===== config.mk =====
export PLATFORM = sky130hd
export DESIGN_NAME = systolic_feeder
export DESIGN_NICKNAME = d
export VERILOG_FILES = /design/src/rtl/systolic_feeder.sv
export SDC_FILE = /design/constraint.sdc
export NUM_CORES = 1
export LEC_CHECK = 0
export BUFFER_PORTS_ARGS = -buffer_cell sky130_fd_sc_hd__buf_2
export CELL_PAD_IN_SITES_DETAIL_PLACEMENT = 1
export CELL_PAD_IN_SITES_GLOBAL_PLACEMENT = 2
export CORE_MARGIN = 8
export CORE_UTILIZATION = 40
export CTS_CLUSTER_DIAMETER = 80
export CTS_CLUSTER_SIZE = 16
export DETAILED_ROUTE_END_ITERATION = 8
export PLACE_DENSITY = 0.89
export SLEW_MARGIN = 30
export SYNTH_ARGS = -nofsm -noshare
export SYNTH_HDL_FRONTEND = slang
export SYNTH_SLANG_ARGS = --single-unit

===== constraint.sdc =====
create_clock -name clk -period 4.6 [get_ports clk]
set_clock_uncertainty 0.2 [all_clocks]
set_input_delay 0.23 -clock clk [delete_from_list [all_inputs] [get_ports clk]]
set_output_delay 0.23 -clock clk [all_outputs]
set_load 0.01 [all_outputs]

===== src/rtl/systolic_feeder.sv =====
// -----------------------------------------------------------------------------
// systolic_feeder
//
// Input-side skew feeder for the systolic array. Accepts one ARRAY_SIZE-wide
// operand vector per cycle over valid/ready. Each vector is re-timed into the
// diagonal wavefront the array consumes: lane i is delayed i cycles. At the end
// of each tile the feeder drains the wavefront before it accepts the next tile.
//
// Parameters
//   ARRAY_SIZE  number of lanes (array rows), >= 1
//   BITWIDTH    bits per element
//
// Ports
//   clk        rising-edge clock
//   rst        asynchronous, active-low reset
//   in_valid   in_data / in_last are valid
//   in_ready   feeder accepts a vector this cycle (combinational)
//   in_data    operand vector, element i = [i*BITWIDTH +: BITWIDTH]
//   in_last    accepted vector is the final one of the tile
//   stall      array back-pressure, freezes the whole feeder
//   arr_data   skewed lane data to the array, same packing as in_data
//   arr_valid  per-lane valid
//   tile_done  one-cycle pulse as the tile's last element leaves the top lane
//   busy       registered, high from the cycle after the first accept of a
//              tile through the tile_done cycle
//
// Build option
//   SYSTOLIC_FEEDER_ZERO_PAD_EN  when defined, every invalid slot (bubble,
//   flush, reset) carries data 0, so arr_data is 0 wherever arr_valid is 0.
//   When undefined, invalid-slot data is don't-care and the zeroing mux is
//   removed. Valid behaviour and timing are identical in both builds.
// -----------------------------------------------------------------------------
module systolic_feeder #(
  parameter int ARRAY_SIZE = 4,
  parameter int BITWIDTH   = 8
) (
  input  logic                           clk,
  input  logic                           rst,
  input  logic                           in_valid,
  output logic                           in_ready,
  input  logic [ARRAY_SIZE*BITWIDTH-1:0] in_data,
  input  logic                           in_last,
  input  logic                           stall,
  output logic [ARRAY_SIZE*BITWIDTH-1:0] arr_data,
  output logic [ARRAY_SIZE-1:0]          arr_valid,
  output logic                           tile_done,
  output logic                           busy
);

  // The flush counter counts 0 .. ARRAY_SIZE-1; keep at least one bit so the
  // single-lane build still has a legal vector.
  localparam int                CNT_W    = (ARRAY_SIZE > 1) ? $clog2(ARRAY_SIZE) : 1;
  localparam logic [CNT_W-1:0]  CNT_LAST = CNT_W'(ARRAY_SIZE - 1);

  localparam logic [1:0] ST_IDLE  = 2'd0;
  localparam logic [1:0] ST_FEED  = 2'd1;
  localparam logic [1:0] ST_FLUSH = 2'd2;

  logic [1:0]                    r_state;
  logic [CNT_W-1:0]              r_cnt;
  logic                          r_busy;
  logic                          w_accept;
  logic                          w_flush_end;
  logic [ARRAY_SIZE*BITWIDTH-1:0] w_head_data;

  // in_ready depends only on stall and state, so it is meaningful in reset too.
  assign in_ready = !stall && (r_state != ST_FLUSH);
  assign w_accept = in_valid && in_ready;

  // The counter starts at 0 in the first FLUSH cycle; when it reaches
  // ARRAY_SIZE-1 the last element is on the top lane's output register.
  // A stalled cycle never ends the flush, which defers tile_done.
  assign w_flush_end = (r_state == ST_FLUSH) && (r_cnt == CNT_LAST) && !stall;
  assign tile_done   = w_flush_end;
  assign busy        = r_busy;

`ifdef SYSTOLIC_FEEDER_ZERO_PAD_EN
  // Bubble and flush slots enter the chains as zero.
  assign w_head_data = w_accept ? in_data : '0;
`else
  assign w_head_data = in_data;
`endif

  // ---------------------------------------------------------------------------
  // Tile state machine
  // ---------------------------------------------------------------------------
  // NOTE: sequential state uses non-blocking assignments only, so every
  // register samples pre-edge values and the chains shift in lockstep.
  always_ff @(posedge clk or negedge rst) begin
    if (!rst) begin
      r_state <= ST_IDLE;
      r_cnt   <= '0;
    end else if (!stall) begin
      case (r_state)
        ST_IDLE, ST_FEED: begin
          if (w_accept) begin
            r_state <= in_last ? ST_FLUSH : ST_FEED;
            r_cnt   <= '0;
          end
        end
        ST_FLUSH: begin
          if (w_flush_end) r_state <= ST_IDLE;
          else             r_cnt   <= r_cnt + 1'b1;
        end
        default: r_state <= ST_IDLE;
      endcase
    end
  end

  // busy rises after the first accept and falls after tile_done. The two can
  // never coincide because nothing is accepted during FLUSH.
  always_ff @(posedge clk or negedge rst) begin
    if (!rst)           r_busy <= 1'b0;
    else if (tile_done) r_busy <= 1'b0;
    else if (w_accept)  r_busy <= 1'b1;
  end

  // ---------------------------------------------------------------------------
  // Lane chains: lane g holds g+1 stages of {valid, element g}; the last stage
  // is the output register seen by the array.
  // ---------------------------------------------------------------------------
  for (genvar g = 0; g < ARRAY_SIZE; g++) begin : g_lane
    logic [BITWIDTH-1:0] r_dat [0:g];
    logic                r_vld [0:g];

    // NOTE: these shift-register arrays are reset in full (not left
    // uninitialised like a RAM) because outputs must read 0 out of reset and a
    // mid-tile reset must discard every in-flight element.
    always_ff @(posedge clk or negedge rst) begin
      if (!rst) begin
        for (int k = 0; k <= g; k++) begin
          r_dat[k] <= '0;
          r_vld[k] <= 1'b0;
        end
      end else if (!stall) begin
        r_dat[0] <= w_head_data[g*BITWIDTH +: BITWIDTH];
        r_vld[0] <= w_accept;
        for (int k = 1; k <= g; k++) begin
          r_dat[k] <= r_dat[k-1];
          r_vld[k] <= r_vld[k-1];
        end
      end
    end

    assign arr_data[g*BITWIDTH +: BITWIDTH] = r_dat[g];
    assign arr_valid[g]                     = r_vld[g];
  end

endmodule


[Word-level counts from Yosys, hierarchy flattened]
Index checks and enable logic that the tools add are counted.
Word-level totals
  bits in registers: 89
  bits of input ports: 37
  output and inout port bits: 39
Cells by class
  $add $sub $neg: 1
  eq/ne operators: 7
  mux-type cells: 9
  bitwise logic cells: 1
  reduce and logical (&&, ||, !) cells: 11
Operator list (number)
  $mux 2: 5
  $ne 2x2->1 const B: 4
  $pmux 2 s2: 2
  $eq 2x2->1 const B: 2
  $logic_and 1x1->1: 4
  $reduce_and 4->1: 1
  $reduce_bool 2->1: 2
  $reduce_and 3->1: 1
  $add 2x1->2 const B: 1
  $eq 2x1->1 const B: 1
  $logic_not 2->1: 1
  $mux 1: 2
  $reduce_or 2->1: 1
  $logic_not 1->1: 1
  $not 1->1: 1

[Longest topological paths before layout]
  depth after elaboration: 5
  mapped depth: 4

[Least setup slack after synthesis]
OpenSTA, ideal clock, no wires.
  path type: reg-to-reg
  from: reg r_cnt[0]
  to: reg r_cnt[0]
  library setup time: 0.066 ns
  arrival: 1.225 ns
  required time: 4.334 ns
  setup slack: 3.110 ns
  cell stages (with the launch flop): 5
  path buffers: 0
  cells stage by stage: dfrtp_1 -> ha_1 -> or3_1 -> o21ai_1 -> a22o_1
On the way
  longest elaborated chain between the ends: 5
  elaborated cells between the ends (all ways): 8
  classes of those cells: add/sub (1); eq/ne (2); mux (2); reduce/logical (3)
RTL lines
  start, declared: line 60  | logic [CNT_W-1:0] r_cnt;
  start signal, assigned: line 103  | else r_cnt <= r_cnt + 1'b1;
  $eq 2x2->1: line 73  | assign w_flush_end = (r_state == ST_FLUSH) && (r_cnt == CNT_LAST) && !stall;
  $logic_and 1x1->1 (2 in a row): line 73
  $ne 2x2->1 (no source line)
  $reduce_and 4->1 (no source line)
Several ways; a longest one is shown, not always the timed one. The select of a mux whose other input is x is not followed.
A chain may end at the register's enable or synchronous reset.

[Worst setup path in the final report]
  from: reg r_state[1]
  to: out tile_done
On the way
  longest elaborated chain between the ends: 3
RTL lines
  start, declared: line 59  | logic [1:0] r_state;
  start signal, assigned: line 97  | r_state <= in_last ? ST_FLUSH : ST_FEED;
  $eq 2x2->1: line 73
  $logic_and 1x1->1 (2 in a row): line 73
  end, declared: line 46  | output logic tile_done,
No other way between the ends.

==> results.yml <==
synthesis:
  syn_area_sq_mm: 0.00361
  seq_area_frac_synth: 0.616
  yosys.area.top_type: "dfrtp_1"
  syn_inst: 236
  synth.ff_latch_count: 89
  syn-num-nets: 274
  synth_top_area_share: 0.616
  syn_area_per_cell_sq_um: 15.3
  yosys_warnings: 0
  ys_types: 19
  yosys-top-cells-area: "dfrtp_1 (62%), mux2_2 (26%), buf_4 (5.4%)"
setup_path:
  arrival_ps: 1480
  worstSetupPathType: "reg2out"
  start_kind: "register"
  worst_ep_required_time_ps: 4170
  critPathMaxFanout: 7
  cp-end-kind: "output port"
  reg2regPathDepth: 4
timing:
  hold_violations: 0
  setup_viol: 0
  finalCritPeriodShare: 0.414
  rsz0062_at_grt: "no"
  drv_slew: 0
  tightest_slew_ps: 781
  fmax_mhz: 524
  slew_headroom: 0.479
  fin_tns_setup_ps: 0
  min_period_ps: 1910
routing:
  vias: 2060
  first_pass_iters: 3
  drc: 0
  wl_per_cell_microns: 15.5
  ant_nets: 0
  routed_wl_mm: 6.75
  drt_iter0_drc: 30
  via_per_inst: 4.74
power_and_ir_drop:
  ir_worst_vdd_mv: 0.206
  p_leak_nw: 2.00
  p_total_w: 0.00188
  power_density_mw_per_mm2: 428
run_status:
  status: "finished clean"
floorplan:
  num_io_pins: 76
  die_area_sq_mm: 0.0123
  num_rows: 34
  coreArea_sq_mm: 0.00876
  initial_core_util: 0.412
  die_w_microns: 111
  die_h_microns: 111
clocking:
  cts_setup_buffers: 0
  cts_root_buffer: "clkbuf_8"
  cts_resized: 0
  clk_path_buf_depth: 2
  htree_levels: 3
  insertion_delay_ps: 350
  cts_sinks: 89
  path_clk_slew_ps: 90
  numCtsBuffers: 9
  cts_tree: "built"
placement:
  hpwl_mm: 4.20
  globalplace.congestion: 0.716
  port-buffer-count: 75
hold_path:
  hold_path_class: "in2async"
global_route:
  grt_max_degree: 94
  grt_remaining_overflow: 0
  antenna_found_initial: 0
  track_usage: 0.115
  grt_pass1_vias: 2359
  grt_pass1_wl_mm: 11.6
final_layout:
  mostFrequentLayoutCells: "dfrtp_1 (89), mux2_2 (83), buf_2 (73)"
  final_nets: 361
  diodes: 0
  layout_commonest_cell: "dfrtp_1"
  multi_input_area_sq_mm: 0.00109
  nFillCells: 904
  syn_to_final_growth_pct: 21.5
  seqCellArea_sq_mm: 0.00223
  final_layout_size_suffix_gt1_frac: 0.532
job:
  drv_cap: 0
metrics by stage:
step / setup slack, ps / area, sq um / utilization / cells / hold slack [ps]
floorplan: 3110 / 3610 / - / 236 / -266
global placement: 2680 / 3850 / 0.439 / 385 / 48.8
detailed placement: 2860 / 3850 / 0.439 / 385 / 53.8
CTS: 2690 / 4390 / 0.501 / 435 / 213
global route: 2510 / 4390 / 0.501 / 435 / 244
finish: 2690 / 4390 / 0.501 / 435 / 192
report_power, final:
part | leakage (nW) | internal [W] | switching [W] | total [W]
Combinational | 0.855 | 0.000201 | 0.000159 | 0.000360
Clock | 0.0921 | 0.000251 | 0.000274 | 0.000525
Sequential | 1.05 | 0.000916 | 0.0000788 | 0.000995
Total | 2.00 | 0.00137 | 0.000512 | 0.00188
critical path: stages (launching register included):
cell,delay (ps)
dfrtp_1,460
nor2b_1,280
nor3b_1,220
buf_2,170
cell usage after synthesis:
cell	instances
o21ai_1	2
buf_4	26
nand2b_1	1
o21bai_1	1
buf_2	1
nor3b_1	1
buf_6	8
a21oi_1	3
mux2_2	83
nor2_1	4
or3_1	1
inv_1	3
o21ai_0	5
nand2_1	2
a22o_1	2
nor2b_1	2
ha_1	1
dfrtp_1	89
a2bb2oi_1	1
area by class of cell:
cell class                      instances  area share
Inverter                                3     0.00256
Clock inverter                          6      0.0154
Tap cell                              108      0.0308
Clock buffer                            9      0.0282
Sequential cell                        89       0.507
Multi-Input combinational cell        109       0.247
Timing Repair Buffer                  111       0.169
repair_timing:
action	4_1_cts	5_1_grt
hold endpoints to repair	76	0
setup endpoints to repair	0	0
hold buffers	35	0
layer usage:
metal,routed length [microns],track usage,vias up
met3,347,0.0422,6
met1,2820,0.127,1046
met4,97,0.0453,0
li1,-,-,962
met5,0,0,-
met2,3490,0.197,46
registers in the layout, indices dropped and copies added (netlist names):
register      cells
busy              1
g_lane.r_vld      2
arr_data         24
arr_valid         2
g_lane.r_dat     56
r_state           2
r_cnt             2
logic make-up after synthesis:
kind of cell / share of synthesized area
simple gates: 0.0152
flops: 0.616
mux: 0.259
fa+ha+maj: 0.00346
buf+inv: 0.0834
compound gates: 0.0232
worst paths after layout:
check                      slack (ps)                  end           startpoint
min in group clk                  240   g_lane[3].r_vld[3]                stall
setup reg to reg                 2980             r_cnt[0]             r_cnt[0]
hold / removal                    190  g_lane[2].r_dat[10]                  rst
hold reg to reg                   300  g_lane[3].r_dat[16]  g_lane[3].r_dat[24]
setup / recovery                 2690            tile_done           r_state[1]
max in group asynchronous        2990           r_state[1]                  rst
(Power assumes the default switching activity.)
